### config.mk
export PLATFORM = sky130hd
export DESIGN_NAME = volume_mixer
export DESIGN_NICKNAME = d
export VERILOG_FILES = /design/src/rtl/dmix_pkg.sv /design/src/rtl/mix_mac.sv /design/src/rtl/volume_mixer.sv
export SDC_FILE = /design/constraint.sdc
export NUM_CORES = 2
export LEC_CHECK = 0
export ABC_AREA = 0
export BUFFER_PORTS_ARGS = -buffer_cell sky130_fd_sc_hd__buf_2
export CORE_ASPECT_RATIO = 2
export CORE_UTILIZATION = 30
export CTS_CLUSTER_SIZE = 20
export DETAILED_ROUTE_END_ITERATION = 8
export HOLD_SLACK_MARGIN = 0.02
export SLEW_MARGIN = 20
export SYNTH_ARGS = -nofsm -noshare
export SYNTH_HDL_FRONTEND = slang
export SYNTH_SLANG_ARGS = --single-unit
### constraint.sdc
create_clock -name clk -period 11.9 [get_ports clk]
set_input_delay 1.785 -clock clk [delete_from_list [all_inputs] [get_ports clk]]
set_output_delay 1.785 -clock clk [all_outputs]
set_load 0.05 [all_outputs]
### src/rtl/dmix_pkg.sv
`default_nettype none
// ============================================================================
// Module      : dmix_pkg
// Description : Shared definitions for the volume mixer: FSM states, gain,
//               ack-timeout and output saturation constants.
// Revision    : 1.0 - initial release
// ============================================================================
package dmix_pkg;

    typedef enum logic [2:0] {
        IDLE = 3'd0,
        POP  = 3'd1,
        WAIT = 3'd2,
        MAC  = 3'd3,
        OUT  = 3'd4
    } mix_state_t;

    localparam logic [15:0]        C_UNITY_GAIN = 16'h8000;
    localparam int                 C_TIMEOUT    = 3;
    localparam logic signed [23:0] C_SAT_MAX    = 24'sh7FFFFF;
    localparam logic signed [23:0] C_SAT_MIN    = 24'sh800000;

endpackage : dmix_pkg
`default_nettype wire

### src/rtl/mix_mac.sv
`default_nettype none
// ============================================================================
// Module      : mix_mac
// Description : Scales one signed 24-bit sample by an unsigned Q1.15 gain,
//               floors by 2^15 and gates the result with the channel mute.
// Revision    : 1.0 - initial release
// ============================================================================
module mix_mac (
    input  logic signed [23:0] sample,
    input  logic        [15:0] gain,
    input  logic               mute,
    output logic signed [25:0] term
);

    logic signed [16:0] w_gain_s;
    logic signed [40:0] w_product;
    logic signed [40:0] w_shifted;
    logic               w_unused_bits;

    assign w_gain_s  = signed'({1'b0, gain});
    assign w_product = sample * w_gain_s;
    assign w_shifted = w_product >>> 15;

    // |sample * gain| < 2^39, so after the shift the value fits in 26 bits
    assign term          = mute ? '0 : w_shifted[25:0];
    assign w_unused_bits = ^w_shifted[40:26];

endmodule : mix_mac
`default_nettype wire

### src/rtl/volume_mixer.sv
`default_nettype none
// ============================================================================
// Module      : volume_mixer
// Description : Per-frame sequential mixer: pops every channel in turn, scales
//               it by its gain and accumulates onto the left or right bus.
// Revision    : 1.0 - initial release
// ============================================================================
module volume_mixer
    import dmix_pkg::*;
#(
    parameter int NUM_CH      = 8,
    parameter int NUM_CH_LOG2 = 3
) (
    input  logic                   clk,
    input  logic                   rst,
    input  logic                   strobe_i,
    input  logic [16*NUM_CH-1:0]   vol_i,
    input  logic [NUM_CH-1:0]      pan_i,
    input  logic [NUM_CH-1:0]      mute_i,
    output logic [NUM_CH-1:0]      pop_o,
    input  logic [NUM_CH-1:0]      ack_i,
    input  logic [24*NUM_CH-1:0]   data_i,
    output logic [23:0]            data_l_o,
    output logic [23:0]            data_r_o,
    output logic                   ack_o,
    output logic                   overrun_o,
    output logic [NUM_CH-1:0]      miss_o
);

    localparam int C_ACC_W = 26 + NUM_CH_LOG2;

    mix_state_t                 r_state, w_state_next;
    logic [NUM_CH_LOG2-1:0]     r_ch;
    logic [1:0]                 r_wait_cnt;
    logic signed [23:0]         r_sample;
    logic signed [C_ACC_W-1:0]  r_acc_l, r_acc_r;
    logic signed [C_ACC_W-1:0]  w_acc_l_next, w_acc_r_next;
    logic [23:0]                r_data_l, r_data_r;
    logic                       r_overrun;
    logic [NUM_CH-1:0]          r_miss;

    logic                       w_ack_hit, w_timeout, w_last_ch;
    logic signed [25:0]         w_term;
    logic signed [C_ACC_W-1:0]  w_term_ext;

    assign w_ack_hit = ack_i[r_ch];
    assign w_timeout = (r_wait_cnt == 2'(C_TIMEOUT - 1));
    assign w_last_ch = (r_ch == NUM_CH_LOG2'(NUM_CH - 1));

    mix_mac u_mac (
        .sample (r_sample),
        .gain   (vol_i[16*r_ch +: 16]),
        .mute   (mute_i[r_ch]),
        .term   (w_term)
    );

    assign w_term_ext   = C_ACC_W'(w_term);
    assign w_acc_l_next = pan_i[r_ch] ? r_acc_l : r_acc_l + w_term_ext;
    assign w_acc_r_next = pan_i[r_ch] ? r_acc_r + w_term_ext : r_acc_r;

    function automatic logic [23:0] sat24(input logic signed [C_ACC_W-1:0] v);
        if (v > C_ACC_W'(C_SAT_MAX))
            return C_SAT_MAX;
        else if (v < C_ACC_W'(C_SAT_MIN))
            return C_SAT_MIN;
        else
            return v[23:0];
    endfunction

    always_ff @(posedge clk or posedge rst) begin
        if (rst)
            r_state <= IDLE;
        else
            r_state <= w_state_next;
    end

    always_comb begin
        w_state_next = r_state;
        pop_o        = '0;
        ack_o        = 1'b0;
        case (r_state)
            IDLE: if (strobe_i) w_state_next = POP;
            POP: begin
                pop_o[r_ch]  = 1'b1;
                w_state_next = WAIT;
            end
            WAIT: if (w_ack_hit || w_timeout) w_state_next = MAC;
            MAC:  w_state_next = w_last_ch ? OUT : POP;
            OUT: begin
                ack_o        = 1'b1;
                w_state_next = IDLE;
            end
            default: w_state_next = IDLE;
        endcase
    end

    always_ff @(posedge clk or posedge rst) begin
        if (rst) begin
            r_ch       <= '0;
            r_wait_cnt <= '0;
            r_sample   <= '0;
            r_acc_l    <= '0;
            r_acc_r    <= '0;
            r_data_l   <= '0;
            r_data_r   <= '0;
            r_overrun  <= 1'b0;
            r_miss     <= '0;
        end else begin
            r_overrun <= strobe_i && (r_state != IDLE);
            case (r_state)
                IDLE: if (strobe_i) begin
                    r_acc_l <= '0;
                    r_acc_r <= '0;
                    r_ch    <= '0;
                end
                POP: r_wait_cnt <= '0;
                WAIT: begin
                    if (w_ack_hit) begin
                        r_sample <= data_i[24*r_ch +: 24];
                    end else if (w_timeout) begin
                        r_sample     <= '0;
                        r_miss[r_ch] <= 1'b1;
                    end else begin
                        r_wait_cnt <= r_wait_cnt + 2'd1;
                    end
                end
                MAC: begin
                    r_acc_l <= w_acc_l_next;
                    r_acc_r <= w_acc_r_next;
                    // Outputs load with the final sum so they are valid while ack_o is high
                    if (w_last_ch) begin
                        r_data_l <= sat24(w_acc_l_next);
                        r_data_r <= sat24(w_acc_r_next);
                    end else begin
                        r_ch <= r_ch + 1'b1;
                    end
                end
                default: ;
            endcase
        end
    end

    assign data_l_o  = r_data_l;
    assign data_r_o  = r_data_r;
    assign overrun_o = r_overrun;
    assign miss_o    = r_miss;

endmodule : volume_mixer
`default_nettype wire

* After elaboration in Yosys (flattened, before gate mapping)
Index checks and enable logic that the tools add are counted.
** Storage, ports and cells
- Flip-flop bits (word level) :: 147
- Logic and storage cells :: 84
** Cells by class
- Add/subtract/negate cells :: 4
- Multiply operators :: 2
- $lt $le $gt $ge :: 6
- Eq/ne operators :: 11
- Shift operators :: 2
- Muxes and demuxes :: 32
- Bitwise gates (word level) :: 2
- Reductions and logical operators :: 15
** Operators by type and width (count)
- $shiftx 192x9->24 :: 1
- $mux 24 :: 6
- $shiftx 128x8->16 :: 1
- $pmux 29 s2 :: 2
- $mux 29 :: 3
- $add 29x26->29 :: 2
- $gt 29x24->1 const B :: 2
- $lt 29x24->1 const B :: 2
- $mul 24x17->41 :: 1
- $mux 26 :: 1
- $mux 3 :: 5
- $pmux 3 s4 :: 1
- $ne 2x2->1 const B :: 5
- $bmux 1 s3 :: 3
- $reduce_and 3->1 :: 3
- $mux 8 :: 1
- $or 8x8->8 :: 1
- $reduce_and 2->1 :: 4
- $eq 3x2->1 const B :: 2
- $eq 3x3->1 const B :: 2
- $pmux 3 s2 :: 1
- $reduce_bool 2->1 :: 3
- $mul 2x3->5 const A :: 1
- $mux 1 :: 5
- 14 further kinds :: 16

* Logic depth before layout (Yosys ltp)
- Depth after elaboration :: 8
- Gate-level depth with buffers :: 46
- Depth with buffers taken out :: 41

* Hierarchy
From an unflattened synthesis, not the netlist that was laid out.
** Second synthesis, totals
- Cells, all modules :: 2883
- Area total of the unflattened synthesis :: 24908.9 sq um
** By module, submodules not included
- mix_mac :: instances 1, cells each 1555, area an instance 13733.2 sq um, sequential area each 0.0 sq um
- volume_mixer :: instances 1, cells each 1328, area an instance 11175.7 sq um, sequential area each 3678.5 sq um

* Worst setup path after synthesis
OpenSTA, ideal clock, no wires.
- Kind :: input-to-reg
- Start point :: input vol_i[85]
- End point :: register r_data_l[16], in the netlist data_l_o[16]
- Library setup time :: 0.124 ns
- Arrival time :: 10.735 ns
- Slack :: 1.041 ns
- Stages on the path :: 41
- Path buffers :: 2
- Path through :: a22o_1 > a221oi_1 > and3_1 > clkbuf_1 > nor2b_1 > fa_1 > inv_1 > fa_1 > fa_1 > inv_1 > fa_1 > fa_1 > inv_1 > fa_1 > inv_1 > ha_1 > nand2_1 > nor2_1 > [... 5 more ...] > a21boi_0 > nor2_1 > xor2_1 > nor2_1 > ha_1 > nand2_1 > o21a_1 > a31o_2 > a21oi_1 > a31o_2 > a41oi_2 > o41ai_2 > xnor2_2 > nor3b_2 > nor2_1 > a21oi_2 > buf_4 > a21oi_1
** On the way
- Word-level cells in the longest chain between the ends :: 8
- Elaborated cells on any way between the ends :: 9
- Classes of those cells :: add/sub (1); mul (1); order compare (2); shift (1); mux (4)
** Ends and longest elaborated chain
- start: declaration :: line volume_mixer.sv:17 : input logic [16*NUM_CH-1:0] vol_i,
- $shiftx 128x8->16 * :: line volume_mixer.sv:52 : .gain (vol_i[16*r_ch +: 16]),
- $mul 24x17->41 * :: line mix_mac.sv:21 : assign w_product = sample * w_gain_s;
- $mux 26 * :: line mix_mac.sv:25 : assign term = mute ? '0 : w_shifted[25:0];
- $add 29x26->29 * :: line volume_mixer.sv:58 : assign w_acc_l_next = pan_i[r_ch] ? r_acc_l : r_acc_l + w_term_ext;
- $mux 29 * :: line volume_mixer.sv:58
- $lt 29x24->1 :: line volume_mixer.sv:64 : else if (v < C_ACC_W'(C_SAT_MIN))
- $mux 24 :: line volume_mixer.sv:64
- $mux 24 * :: line volume_mixer.sv:62 : if (v > C_ACC_W'(C_SAT_MAX))
- end signal: assignment :: line volume_mixer.sv:132 : r_data_l <= sat24(w_acc_l_next);
- end: declaration :: line volume_mixer.sv:38 : logic [23:0] r_data_l, r_data_r;
Every way passes the cells marked *; elsewhere a longest branch is shown, timed or not.
A chain may end at the register's enable or synchronous reset.

* Final worst setup path
- Start point :: input vol_i[123]
- End point :: register r_data_l[16], in the netlist data_l_o[16]
Same word-level chain as after synthesis.

==> results.json <==
{
  "period_share": 0.9467,
  "cap_violations": 0,
  "fmax_mhz": 88.77,
  "die_area_sq_um": 83940,
  "cp.required_ps": 12300,
  "ys_async_sr_fraction": 1.000,
  "start_kind": "input port",
  "io_pins": 413,
  "grt_pass1_wl_um": 147400,
  "core_sq_um": 81660,
  "avgRoutedWirePerCell_um": 22.02,
  "avgSynthCellArea_sq_um": 8.726,
  "postSynthNetCount": 3724,
  "fin_skew_ps": 13.84,
  "globalplace.congestion": 1.006,
  "ys_ff_latch": 147,
  "synth.distinct_cells": 91,
  "synth-seq-area-share": 0.1482,
  "postSynthCellCount": 2844,
  "die_x_um": 205.4,
  "slew_headroom": 0.2994,
  "hold_path.class": "flop to flop",
  "cts_root_buffer": "clkbuf_16",
  "viasPerCell": 5.224,
  "cts_sinks": 147,
  "drive_above_1_share": 0.2161,
  "grt_pass1_vias": 24654,
  "areaGrowthSynthToFinish_pct": 20.63,
  "rsz0062_at_grt": "false",
  "crit_type": "input port to flop",
  "antenna_found_initial": 7,
  "syn_area_sq_um": 24820,
  "worstSkewPairLatency_ps": 490,
  "final-setup-viol-count": 0,
  "fin_nets": 4218,
  "period_minus_slack_ps": 11270,
  "port_buffers": 412,
  "fin_util": 0.3666,
  "track_usage": 0.2381,
  "yosysWarningCount": 0,
  "layout_common_cells": "inv_1, buf_2, nand2_1, fa_1, buf_4",
  "place_hpwl_um": 79200,
  "fin_setup_tns_ps": 0,
  "hold-worst-slack_ps": 479.1,
  "final_common_cell": "inv_1",
  "cts-htree-levels": 4,
  "synth_edf_count": 0,
  "worst-path-max-fanout": 23,
  "rows": 148,
  "clock_path_buffers": 2,
  "drt.antenna.violating_nets": 0,
  "synth_ff_type": "dfrtp_1",
  "final_hold_viol_count": 0,
  "drt_pre_antenna_iters": 6,
  "tightest_slew_ps": 1048,
  "die_y_um": 408.7,
  "arrival_ps": 11660,
  "route.detailed.drc": 0,
  "hold_buffers": 0,
  "dr.first_iter.drc_count": 1451,
  "grt_max_degree": 90,
  "status": "finished clean",
  "overflow": 0,
  "end_kind": "flop",
  "clk_pin_slew_worst_paths_ps": 70,
  "slew_viol_final": 0,
  "start_util": 0.3039,
  "slowest_delay_ps": 710,
  "cts_made_buffers": 17,
  "vias": 23015,
  "critical-path-slowest-cell": "fa_1",
  "cts_tree": "yes",
  "drt-total-wl_um": 97000
}
-- repair_timing --
action / 4_1_cts / 5_1_grt
gates resized for setup: 0 / 6
endpoints found under the setup margin: 0 / 46
setup buffers: 0 / 2
-- worst paths after layout --
kind | startpoint | to | slack, ps | cells after the start
max | vol_i[123] | data_l_o[16] | 630 | 43
min | miss_o[1] | miss_o[1] | 480 | 1
max reg2reg | r_ch[0] | data_l_o[16] | 700 | 45
min reg2reg | miss_o[1] | miss_o[1] | 480 | 1
max in group asynchronous | rst | r_acc_r[7] | 9040 | 3
min in group asynchronous | rst | miss_o[5] | 1480 | 2
-- logic make-up after synthesis --
group / count (synthesis) / share of synthesized area
simple gates: 867 / 0.1678
buf+inv: 616 / 0.09579
compound gates: 604 / 0.1774
fa+ha+maj: 534 / 0.3832
flops: 147 / 0.1482
xor+xnor: 70 / 0.02501
mux: 6 / 0.002571
-- state kept, by name, summed over array words and instances, names as in the netlist --
signal,count
r_state,3
r_ch,3
r_sample,24
overrun_o,1
miss_o,8
data_l_o,24
r_acc_r,29
data_r_o,24
r_wait_cnt,2
r_acc_l,29
-- synthesized netlist by cell type (4+ instances only) --
| cell type | n | area share |
|---|---|---|
| a21oi_1 | 98 | 0.020 |
| a21o_1 | 40 | 0.012 |
| fa_1 | 377 | 0.30 |
| and3_1 | 20 | 0.0050 |
| o21bai_1 | 15 | 0.0045 |
| and2_1 | 44 | 0.011 |
| o31ai_1 | 9 | 0.0027 |
| nor3_1 | 17 | 0.0034 |
| nand2_1 | 411 | 0.062 |
| a221oi_1 | 21 | 0.0074 |
| a2111oi_0 | 4 | 0.0014 |
| o211ai_1 | 12 | 0.0036 |
| nor4_1 | 6 | 0.0015 |
| nor2_1 | 95 | 0.014 |
| or3_1 | 8 | 0.0020 |
| inv_1 | 465 | 0.070 |
| a211oi_1 | 10 | 0.0030 |
| o211ai_2 | 20 | 0.010 |
| or4_1 | 5 | 0.0015 |
| clkbuf_1 | 128 | 0.019 |
| nand4_1 | 39 | 0.0098 |
| o21ai_0 | 94 | 0.019 |
| nor2b_1 | 125 | 0.032 |
| xor2_1 | 29 | 0.010 |
| nand3_1 | 38 | 0.0077 |
| a22o_1 | 75 | 0.026 |
| a31oi_1 | 10 | 0.0025 |
| dfrtp_1 | 147 | 0.15 |
| or2_2 | 7 | 0.0018 |
| nand2b_1 | 22 | 0.0055 |
| xnor2_1 | 40 | 0.014 |
| ha_1 | 156 | 0.079 |
| buf_1 | 11 | 0.0017 |
| a22oi_1 | 128 | 0.039 |
| buf_6 | 7 | 0.0032 |
| o21a_1 | 18 | 0.0054 |
| nand3b_1 | 7 | 0.0021 |
| o31a_1 | 7 | 0.0025 |
-- layer usage --
layer / track usage / vias to the layer above / routed length, um / part of all wire
met1: 0.2586 / 11661 / 35150 / 0.36
met3: 0.03428 / 222 / 4843 / 0.050
met5: 0 / - / 0 / 0
li1: - / 10347 / - / -
met4: 0.1497 / 0 / 6380 / 0.066
met2: 0.4270 / 785 / 50620 / 0.52
-- metrics by stage --
step           instances  area, sq um  setup WS, ps
2_1_floorplan       2844        24820          1041
3_3_place_gp        4367        29310         158.6
3_5_place_dp        4367        29310         14.15
4_1_cts             4398        29900         469.3
5_1_grt             4405        29930         77.94
6_report            4406        29940         634.7
-- area by class of cell --
class / count / area (sq um)
Timing Repair Buffer: 625 / 3786
Tap cell: 1050 / 1314
Fill cell: 8493 / 51730
Antenna cell: 6 / 15.01
Inverter: 466 / 1754
Clock buffer: 17 / 425.4
Multi-Input combinational cell: 2081 / 18800
Clock inverter: 14 / 165.2
Sequential cell: 147 / 3679
-- critical path, delay by kind of cell --
family | cells | cell delay (ps)
adders and majority gates | 8 | 3830
buffers and inverters | 13 | 1670
AOI/OAI and AO/OA | 17 | 3510
and+or+nand+nor | 5 | 800
Power is left out: the tool's default activity adds up to more than one toggle a clock period on the data nets, which glitch-free logic cannot reach.
